[src/rtl/game_ctrl_fsm.sv]
// Snake game-state controller: start/play/pause/die/restart/gameover
// sequencing, lives tracking and the death blink pattern.
module game_ctrl_fsm #(
  parameter int N_KEYS         = 4,
  parameter int FLASH_HALF     = 25_000_000,
  parameter int FLASH_COUNT    = 3,
  parameter int DIE_CYCLES     = 200_000_000,
  parameter int RESTART_CYCLES = 6,
  parameter int LIVES          = 3,
  parameter int LIVES_W        = $clog2(LIVES + 1)
) (
  input  logic               clk,
  input  logic               rst,
  input  logic [N_KEYS-1:0]  key_press,
  input  logic               pause_press,
  input  logic               hit_wall,
  input  logic               hit_body,
  output logic [2:0]         game_status,
  output logic               die_flash,
  output logic               restart,
  output logic               play_en,
  output logic [LIVES_W-1:0] lives,
  output logic               game_over
);

  localparam int MAXC =
    (DIE_CYCLES > RESTART_CYCLES) ? DIE_CYCLES : RESTART_CYCLES;
  localparam int CNT_W = (MAXC > 1) ? $clog2(MAXC) : 1;
  localparam int FH_W  = (FLASH_HALF > 1) ? $clog2(FLASH_HALF) : 1;
  localparam int FLASH_END = 2 * FLASH_COUNT * FLASH_HALF;

  localparam logic [CNT_W-1:0] DIE_LAST = CNT_W'(DIE_CYCLES - 1);
  localparam logic [CNT_W-1:0] RST_LAST = CNT_W'(RESTART_CYCLES - 1);
  localparam logic [FH_W-1:0]  FH_LAST  = FH_W'(FLASH_HALF - 1);

  typedef enum logic [2:0] {
    S_RESTART  = 3'd0,
    S_START    = 3'd1,
    S_PLAY     = 3'd2,
    S_DIE      = 3'd3,
    S_PAUSE    = 3'd4,
    S_GAMEOVER = 3'd5
  } state_t;

  state_t             state_q, state_d;
  logic [CNT_W-1:0]   cnt_q, cnt_d;
  logic [FH_W-1:0]    fcnt_q, fcnt_d;
  logic               flash_d;
  logic [LIVES_W-1:0] lives_d;
  logic               any_key, hit;

  assign any_key     = |key_press;
  assign hit         = hit_wall | hit_body;
  assign game_status = state_q;

  always_comb begin
    state_d = state_q;
    cnt_d   = '0;
    fcnt_d  = '0;
    flash_d = 1'b1;
    lives_d = lives;
    case (state_q)
      S_START: begin
        if (any_key) state_d = S_PLAY;
      end
      S_PLAY: begin
        if (hit)              state_d = S_DIE;
        else if (pause_press) state_d = S_PAUSE;
      end
      S_PAUSE: begin
        if (pause_press) state_d = S_PLAY;
      end
      S_DIE: begin
        if (cnt_q == DIE_LAST) begin
          if (lives == LIVES_W'(1)) begin
            state_d = S_GAMEOVER;
            lives_d = '0;
          end else begin
            state_d = S_RESTART;
            lives_d = lives - LIVES_W'(1);
          end
        end else begin
          cnt_d   = cnt_q + CNT_W'(1);
          fcnt_d  = fcnt_q + FH_W'(1);
          flash_d = die_flash;
          // Toggle at each half-period boundary inside the blink window
          if (fcnt_q == FH_LAST) begin
            fcnt_d = '0;
            if (32'(cnt_q) < 32'(FLASH_END)) flash_d = ~die_flash;
          end
        end
      end
      S_RESTART: begin
        if (cnt_q == RST_LAST) state_d = S_START;
        else                   cnt_d   = cnt_q + CNT_W'(1);
      end
      S_GAMEOVER: begin
        if (any_key || pause_press) begin
          state_d = S_RESTART;
          lives_d = LIVES_W'(LIVES);
        end
      end
      default: state_d = S_START;
    endcase
  end

  always_ff @(posedge clk) begin
    if (rst) begin
      state_q   <= S_START;
      cnt_q     <= '0;
      fcnt_q    <= '0;
      die_flash <= 1'b1;
      restart   <= 1'b0;
      play_en   <= 1'b0;
      lives     <= LIVES_W'(LIVES);
      game_over <= 1'b0;
    end else begin
      state_q   <= state_d;
      cnt_q     <= cnt_d;
      fcnt_q    <= fcnt_d;
      die_flash <= flash_d;
      restart   <= (state_d == S_RESTART);
      play_en   <= (state_d == S_PLAY);
      lives     <= lives_d;
      game_over <= (state_d == S_GAMEOVER);
    end
  end

endmodule

[config.mk]
export PLATFORM = sky130hd
export DESIGN_NAME = game_ctrl_fsm
export DESIGN_NICKNAME = d
export VERILOG_FILES = /design/src/rtl/game_ctrl_fsm.sv
export SDC_FILE = /design/constraint.sdc
export NUM_CORES = 1
export LEC_CHECK = 0
export CORE_ASPECT_RATIO = 1.5
export CORE_MARGIN = 3
export CORE_UTILIZATION = 45
export CTS_BUF_LIST = sky130_fd_sc_hd__clkbuf_4 sky130_fd_sc_hd__clkbuf_8
export DETAILED_ROUTE_END_ITERATION = 10
export GPL_TIMING_DRIVEN = 0
export SKIP_LAST_GASP = 1
export SLEW_MARGIN = 20
export SYNTH_ARGS = -nofsm -noshare
export SYNTH_HDL_FRONTEND = slang
export SYNTH_SLANG_ARGS = --single-unit
[constraint.sdc]
create_clock -name clk -period 3 [get_ports clk]
set_clock_uncertainty 0.05 [all_clocks]
set_input_delay 0.6 -clock clk [delete_from_list [all_inputs] [get_ports clk]]
set_output_delay 0.6 -clock clk [all_outputs]
set_load 0.03 [all_outputs]
==> results.sh, run 1 <==
export IMPL_min_to="fcnt_q[0]$_SDFF_PP0_"
export IMPL_cts_inserted_buffers=9
export IMPL_p_leak_nw=1.177
export IMPL_clock_path_buffers=2
export IMPL_port_buffers=17
export IMPL_worstPathRequired_ns=3.18
export IMPL_post_cts_setup_buffers=0
export IMPL_r2r_end="cnt_q[13]$_SDFF_PP0_"
export IMPL_syn_inst=353
export IMPL_relSlewSlack=0.3585
export IMPL_finalCriticalPeriod_ns=2.217
export IMPL_critical_path_class="reg -> reg"
export IMPL_status="completed"
export IMPL_hold_depth=1
export IMPL_yosysTopAreaCell="dfxtp_1"
export IMPL_ys_top_cells_by_count="75 x nor2_1, 62 x dfxtp_1, 28 x xor2_1"
export IMPL_setup_viol=0
export IMPL_fmax_ghz=0.4510
export IMPL_vias_per_cell=5.487
export IMPL_diodes=0
export IMPL_die_area_um2=7757
export IMPL_clock_sinks=62
export IMPL_grt_total_usage=0.1829
export IMPL_rows=36
export IMPL_ys_async_sr_fraction=0
export IMPL_cts_resized=0
export IMPL_powerDensity_nw_per_um2=497.7
export IMPL_synth_most_common_cell="nor2_1"
export IMPL_hold_buffers=0
export IMPL_fin_crit_sh=0.7391
export IMPL_io_pins=18
export IMPL_ys_flop_type="dfxtp_1"
export IMPL_route_antenna_remaining_nets=0
export IMPL_grt_first_pass_wirelength_mm=11.08
export IMPL_drt_total_wl_mm=6.386
export IMPL_vias=2535
export IMPL_cts_htree_levels=3
export IMPL_yosysTopAreaCellShare=0.4106
export IMPL_worst_r2r_cell_count=7
export IMPL_antenna_found_initial=0
export IMPL_dpl_cell_count=446
export IMPL_start_util=0.4628
export IMPL_fin_cells=462
export IMPL_synth_edf_count=0
export IMPL_worstMarginPinSlew_ns=0.9544
export IMPL_dp_hpwl_mm=4.659
export IMPL_cts_tree="done"
export IMPL_die_w_um=72.92
export IMPL_ir_drop_uv=302.6
export IMPL_synth_cell_area_um2=3023
export IMPL_synth_warnings=0
export IMPL_synth_nets=366
export IMPL_dieHeight_um=106.4
export IMPL_synthTopCellsByArea="dfxtp_1 41%, nor2_1 9.3%, xor2_1 8.1%"
export IMPL_syn_to_final_growth_pct=15.02
export IMPL_rsz0062_at_grt="no"
export IMPL_drt_first_pass_iters=4
export IMPL_finalHoldViolCount=0
export IMPL_r2r_start="cnt_q[9]$_SDFF_PP0_"
export IMPL_clock_latency_ns=0.34
export IMPL_grt_max_degree=11
export IMPL_slew_viol_final=0
export IMPL_drive_gt1_frac=0.09067
export IMPL_place_congestion=0.8565
export IMPL_avgSynthCellArea_um2=8.563
export IMPL_grt_pass1_vias=2449
export IMPL_overflow=0
export IMPL_r2r_slack_ns=0.78
export IMPL_ys_ff_latch=62
export IMPL_wl_per_cell_um=13.82
export IMPL_synth_distinct_cells=49
export IMPL_maxCapViolations=0
export IMPL_path_max_fanout=10
export IMPL_setup_worst_path_start_class="register"
export IMPL_drc=0
export IMPL_core_area_um2=6531
export IMPL_finalNetCount=394
export IMPL_fin_tns_setup_ns=0
export IMPL_hp_start="fcnt_q[0]$_SDFF_PP0_"
export IMPL_clkTransAtPathRegs_ns=0.07
export IMPL_crit_arrival_ns=2.40
export IMPL_cp_end_kind="register"
export IMPL_hp_class="reg -> reg"
export IMPL_drtIter0Drc=119
export IMPL_yosysSeqAreaShare=0.4106
export IMPL_cts_root_buf="clkbuf_8"
-- flip-flops by register name (all words and copies together) (netlist names) --
name and flops:
cnt_q 28, die_flash 1, fcnt_q 25, game_status 3, restart 1, game_over 1
lives 2, play_en 1
-- cells in the final DEF (no fill, tap or decap), types with 4 or more instances in the layout --
cell type,instances
and2_1,4
and3_1,6
and4_1,5
clkbuf_8,9
clkdlybuf4s50_1,17
clkinv_2,4
dfxtp_1,62
ha_1,4
inv_1,8
nand2_1,24
nand3_1,16
nand4_1,21
nor2_1,75
nor3_1,14
nor4_1,6
nor4b_1,6
o21ai_0,4
xnor2_1,21
xor2_1,28
-- metrics by stage --
stage | instance area, µm² | total power [W] | setup slack [ns] | utilization | hold slack, ns
after global placement | 3288 | 0.001045 | 0.5676 | 0.5034 | 0.3707
after CTS | 3477 | 0.001761 | 0.7425 | 0.5324 | 0.3876
after global routing | 3477 | 0.001819 | 0.6137 | 0.5324 | 0.4242
after detailed placement | 3288 | 0.001047 | 0.5787 | 0.5034 | 0.3788
final | 3477 | 0.001730 | 0.7827 | 0.5324 | 0.3845
after floorplan | 3023 | 0.0009846 | 0.9842 | - | 0.3600
-- worst max-delay path by stage --
stage	depth (start not counted)	startpoint	end
6_report	7	cnt_q[9]$_SDFF_PP0_	cnt_q[13]$_SDFF_PP0_
5_1_grt	8	cnt_q[0]$_SDFF_PP0_	cnt_q[7]$_SDFF_PP0_
4_1_cts	7	cnt_q[9]$_SDFF_PP0_	cnt_q[13]$_SDFF_PP0_
3_5_place_dp	5	key_press[1]	game_over$_SDFF_PP0_
3_3_place_gp	5	key_press[1]	game_over$_SDFF_PP0_
2_1_floorplan	6	game_status[1]$_SDFF_PP0_	game_over$_SDFF_PP0_
-- worst max-delay path, stage by stage (launching register included) --
cell	delay, ns
dfxtp_1	0.37
nor4_2	0.39
nand3_1	0.25
o31ai_4	0.39
a21o_1	0.16
buf_2	0.21
buf_4	0.22
nor2_1	0.06
-- logic make-up (layout without fill, tap and decap cells) --
family          count (synthesis)  count (layout)  synth area share
fa+ha+maj                       4               4           0.01656
flops                          62              62            0.4106
simple gates                  197             197            0.3378
mux                             1               1          0.003311
xor+xnor                       49              49            0.1420
buf+inv                        20              53           0.03973
compound gates                 20              20           0.05009
-- report_power, final --
group | total, W | switching (W) | internal (W)
Sequential | 0.000846 | 0.00000867 | 0.000837
Clock | 0.000703 | 0.000307 | 0.000396
Combinational | 0.000181 | 0.000106 | 0.0000756
Total | 0.00173 | 0.000421 | 0.00131
-- metal layers --
layer,track usage,part of all wire,routed length (µm)
met5,0,0,0
met2,0.3081,0.52,3304
met4,0.08443,0.023,144
met3,0.04920,0.030,190
met1,0.2104,0.43,2746
-- layout make-up --
| cell class | count | area [µm²] |
|---|---|---|
| fillers | 621 | 3054 |
| multi-input cells | 271 | 1662 |
| flip-flops and latches | 62 | 1241 |
| repair buffers | 17 | 170.2 |
| clock buffers | 11 | 138.9 |
| well taps | 76 | 95.09 |
| plain buffers | 12 | 90.09 |
| clock inverters | 5 | 50.05 |
| inverters | 8 | 30.03 |
No activity file was read; power rests on OpenSTA's default activity.
==> inputs of run 2 (changes only) <==
clock period = 2.3 ns   (was 3 ns; I/O delays follow)
==> results.sh, run 2 (same netlist as run 1, synthesis figures left out) <==
export IMPL_status="completed"
export IMPL_vias_per_cell=5.457
export IMPL_slew_viol_final=0
export IMPL_cts_htree_levels=3
export IMPL_route_antenna_remaining_nets=0
export IMPL_syn_to_final_growth_pct=15.60
export IMPL_drive_gt1_frac=0.09536
export IMPL_cts_root_buf="clkbuf_8"
export IMPL_fin_crit_sh=0.9330
export IMPL_grt_max_degree=11
export IMPL_p_leak_nw=1.188
export IMPL_grt_total_usage=0.1829
export IMPL_cts_inserted_buffers=9
export IMPL_clkTransAtPathRegs_ns=0.07
export IMPL_core_area_um2=6531
export IMPL_finalNetCount=396
export IMPL_dp_hpwl_mm=4.659
export IMPL_rsz0062_at_grt="yes"
export IMPL_multi_input_area_um2=1662
export IMPL_die_area_um2=7757
export IMPL_wl_per_cell_um=13.77
export IMPL_drt_total_wl_mm=6.391
export IMPL_hp_class="reg -> reg"
export IMPL_largest_reg_flops=28
export IMPL_cp_end_kind="register"
export IMPL_setup_worst_path_start_class="register"
export IMPL_powerDensity_nw_per_um2=648.9
export IMPL_antenna_found_initial=0
export IMPL_port_buffers=17
export IMPL_final_common_cell="nor2_1"
export IMPL_fin_area_um2=3495
export IMPL_fmax_ghz=0.4660
export IMPL_relSlewSlack=0.3539
export IMPL_clock_path_buffers=2
export IMPL_start_util=0.4628
export IMPL_finalCriticalPeriod_ns=2.146
export IMPL_overflow=0
export IMPL_fin_tns_setup_ns=0
export IMPL_grt_first_pass_wirelength_mm=11.08
export IMPL_maxCapViolations=0
export IMPL_io_pins=18
export IMPL_worstPathRequired_ns=2.48
export IMPL_fillers=624
export IMPL_register_area_um2=1241
export IMPL_place_congestion=0.8565
export IMPL_grt_pass1_vias=2449
export IMPL_die_w_um=72.92
export IMPL_vias=2532
export IMPL_critical_path_class="reg -> reg"
export IMPL_worst_r2r_cell_count=8
export IMPL_worstMarginPinSlew_ns=0.9611
export IMPL_dieHeight_um=106.4
export IMPL_rows=36
export IMPL_setup_viol=0
export IMPL_crit_arrival_ns=2.33
export IMPL_finalHoldViolCount=0
export IMPL_clock_sinks=62
export IMPL_largest_register="cnt_q"
export IMPL_path_max_fanout=10
export IMPL_layout_common_cells="75 x nor2_1, 62 x dfxtp_1, 28 x xor2_1, 24 x nand2_1"
export IMPL_hold_depth=1
export IMPL_whs_ns=0.3847
export IMPL_diodes=0
export IMPL_clock_latency_ns=0.34
export IMPL_cts_tree="done"
export IMPL_drtIter0Drc=130
export IMPL_place_area_um2=3288
export IMPL_ir_drop_uv=397.8
export IMPL_drc=0
export IMPL_drt_first_pass_iters=4
-- run 2: changes by cell type in the layout (fill, tap and decap cells not counted) --
cell      delta
buf_2        -1
buf_4        +2
clkbuf_4     +1
-- run 2: worst max-delay path, cell delays in order (launching register included) --
cell	delay [ns]
dfxtp_1	0.37
ha_1	0.23
and2_1	0.18
nand4_1	0.25
o31ai_4	0.35
a21o_1	0.14
clkbuf_4	0.20
buf_4	0.20
nor2_1	0.06
-- run 2: final timing paths --
| check | startpoint | endpoint | slack (ns) |
|---|---|---|---|
| setup / recovery | cnt_q[0]$_SDFF_PP0_ | cnt_q[13]$_SDFF_PP0_ | 0.15 |
| hold / removal | fcnt_q[0]$_SDFF_PP0_ | fcnt_q[0]$_SDFF_PP0_ | 0.38 |
| setup reg to reg | cnt_q[0]$_SDFF_PP0_ | cnt_q[13]$_SDFF_PP0_ | 0.15 |
| hold reg to reg | fcnt_q[0]$_SDFF_PP0_ | fcnt_q[0]$_SDFF_PP0_ | 0.38 |
-- run 2: final cells by class --
type	instances	area share
inverter	8	0.008593
timing repair buffer	19	0.05299
tap	76	0.02721
clock buffer	11	0.03974
multi-input combinational	271	0.4755
buffer	12	0.02649
sequential	62	0.3552
clock inverter	5	0.01432
-- run 2: repair_timing --
item / CTS / global route
endpoints found under the setup margin: 0 / 20
gates resized for setup: 0 / 1
hold buffers: 0 / 0
setup buffers: 0 / 2
-- run 2: stage by stage --
stage               instances  utilization  setup WS (ns)  power, W
finish                    464       0.5351         0.1541  0.002268
global placement          446       0.5034       0.007639  0.001363
floorplan                 353            -         0.2842  0.001284
global route              464       0.5351       -0.01140  0.002382
CTS                       462       0.5324        0.04250  0.002297
detailed placement        446       0.5034        0.01875  0.001366
-- run 2: report_power, final --
part           leakage, nW  switching [W]  internal [W]
Clock                0.104       0.000402      0.000517
Sequential           0.501      0.0000114       0.00109
Combinational        0.583       0.000139      0.000106
Total                 1.19       0.000552       0.00172
-- run 2: routing by layer --
layer	share of wire	track usage	vias up
met3	0.027	0.04920	15
met1	0.43	0.2104	1204
met5	0	0	-
met2	0.52	0.3081	33
met4	0.024	0.08443	0
li1	-	-	1280
==> inputs of run 3 (changes only) <==
PLACE_DENSITY = 0.61   (was default)
==> results.sh, run 3 (same netlist as run 1, synthesis figures left out) <==
export IMPL_p_comb_frac=0.107
export IMPL_die_w_um=72.92
export IMPL_critical_path_top_delay_family="simple AND/OR/NAND/NOR gates"
export IMPL_crit_buf_inv=2
export IMPL_dpl_cell_count=446
export IMPL_cts_root_buf="clkbuf_8"
export IMPL_fin_tns_setup_ns=0
export IMPL_ir_drop_uv=351.3
export IMPL_port_buffers=17
export IMPL_finalNetCount=396
export IMPL_p_sw_w=0.0005603
export IMPL_core_area_um2=6531
export IMPL_fin_crit_sh=0.9257
export IMPL_drt_total_wl_mm=6.242
export IMPL_finalCriticalPeriod_ns=2.129
export IMPL_syn_to_final_growth_pct=16.56
export IMPL_fillers=601
export IMPL_drt_first_pass_iters=4
export IMPL_diodes=0
export IMPL_p_int_w=0.001768
export IMPL_largest_reg_flops=28
export IMPL_powerDensity_nw_per_um2=660.7
export IMPL_worstPathRequired_ns=2.47
export IMPL_post_route_util=0.5395
export IMPL_grt_pass1_vias=2388
export IMPL_critical_path_class="reg -> reg"
export IMPL_setup_ws_ns=0.1709
export IMPL_final_common_cell="nor2_1"
export IMPL_relSlewSlack=0.3703
export IMPL_pre_cts_ws_ns=-0.006371
export IMPL_max_stage_delay_ns=0.41
export IMPL_clkTransAtPathRegs_ns=0.07
export IMPL_place_congestion=0.8594
export IMPL_vias_per_cell=5.328
export IMPL_cts_tree="done"
export IMPL_clock_latency_ns=0.33
export IMPL_fin_cells=464
export IMPL_multi_input_area_um2=1670
export IMPL_layout_common_cells="75 x nor2_1, 61 x dfxtp_1, 28 x xor2_1, 24 x nand2_1"
export IMPL_p_leak_nw=1.193
export IMPL_route_antenna_remaining_nets=0
export IMPL_p_clk_frac=0.419
export IMPL_cts_htree_levels=3
export IMPL_largest_register="cnt_q"
export IMPL_clock_path_buffers=2
export IMPL_path_max_fanout=10
export IMPL_fmax_ghz=0.4697
export IMPL_drive_gt1_frac=0.1031
export IMPL_rsz0062_at_grt="no"
export IMPL_finalHoldViolCount=0
export IMPL_maxCapViolations=0
export IMPL_path_cells="nor4_2 -> nand3_1 -> o31ai_4 -> a21o_1 -> clkbuf_4 -> buf_4 -> nor2_1"
export IMPL_dp_hpwl_mm=4.560
export IMPL_hold_buffers=0
export IMPL_p_seq_frac=0.474
export IMPL_cts_inserted_buffers=9
export IMPL_crit_arrival_ns=2.30
export IMPL_grt_first_pass_wirelength_mm=10.89
export IMPL_setup_viol=0
export IMPL_status="completed"
export IMPL_worstMarginPinSlew_ns=0.9368
export IMPL_setup_worst_path_start_class="register"
export IMPL_drtIter0Drc=141
export IMPL_cp_slowest_cell="nor4_2"
export IMPL_grt_total_usage=0.1766
export IMPL_vias=2472
export IMPL_register_area_um2=1242
export IMPL_rows=36
export IMPL_overflow=0
export IMPL_io_pins=18
export IMPL_hp_class="reg -> reg"
export IMPL_slew_viol_final=0
export IMPL_start_util=0.4628
export IMPL_drc=0
export IMPL_cp_end_kind="register"
export IMPL_grt_max_degree=11
export IMPL_die_area_um2=7757
export IMPL_antenna_found_initial=0
export IMPL_clock_sinks=62
export IMPL_dieHeight_um=106.4
export IMPL_wl_per_cell_um=13.45
export IMPL_switching_share=0.2407
==> run 3: cell count changes in the layout (fill, tap and decap cells not counted) <==
cell / before / now
clkbuf_8: 9 / 11
buf_4: 4 / 3
buf_6: 3 / 4
clkbuf_4: 3 / 2
clkinv_2: 4 / 3
dfxtp_1: 62 / 61
dfxtp_2: 0 / 1
ha_1: 4 / 3
ha_2: 0 / 1
nor4b_1: 6 / 5
nor4b_2: 0 / 1
==> run 3: layout make-up <==
type | count | area share
repair buffers | 19 | 0.05256
clock inverters | 4 | 0.01278
multi-input cells | 271 | 0.4741
well taps | 76 | 0.02699
plain buffers | 12 | 0.02734
flip-flops and latches | 62 | 0.3526
clock buffers | 12 | 0.04510
inverters | 8 | 0.008523
==> run 3: power groups by stage <==
stage               logic [W]  registers (W)  clock network (W)
floorplan            0.000135        0.00115                  0
global placement     0.000238        0.00113                  0
detailed placement   0.000237        0.00113                  0
CTS                  0.000238        0.00110            0.00100
global route         0.000272        0.00111            0.00105
finish               0.000249        0.00110           0.000975
==> run 3: repair_timing <==
item	4_1_cts	5_1_grt
endpoints found under the setup margin	0	20
gates resized for setup	0	5
setup buffers	0	2
==> run 3: metrics by stage <==
stage | area, µm² | hold slack (ns) | power [W]
floorplan | 3023 | 0.3600 | 0.001284
global placement | 3288 | 0.3706 | 0.001365
detailed placement | 3288 | 0.3795 | 0.001365
CTS | 3492 | 0.3884 | 0.002343
global route | 3523 | 0.4125 | 0.002427
finish | 3523 | 0.3848 | 0.002328
==> run 3: final timing paths <==
| check | startpoint | endpoint | slack (ns) | depth (start not counted) |
|---|---|---|---|---|
| max | cnt_q[9]$_SDFF_PP0_ | cnt_q[24]$_SDFF_PP0_ | 0.17 | 7 |
| min | fcnt_q[0]$_SDFF_PP0_ | fcnt_q[0]$_SDFF_PP0_ | 0.38 | 1 |
| max reg2reg | cnt_q[9]$_SDFF_PP0_ | cnt_q[24]$_SDFF_PP0_ | 0.17 | 7 |
| min reg2reg | fcnt_q[0]$_SDFF_PP0_ | fcnt_q[0]$_SDFF_PP0_ | 0.38 | 1 |
==> run 3: per-layer routing <==
layer  global-route usage  part of all wire  vias to the layer above  wire length (µm)
met5                    0                 0                        -                 0
met2               0.2965              0.51                       27              3213
met4              0.07784             0.019                        0               121
li1                     -                 -                     1282                 -
met3              0.05109             0.020                       13               122
met1               0.2036              0.45                     1150              2784
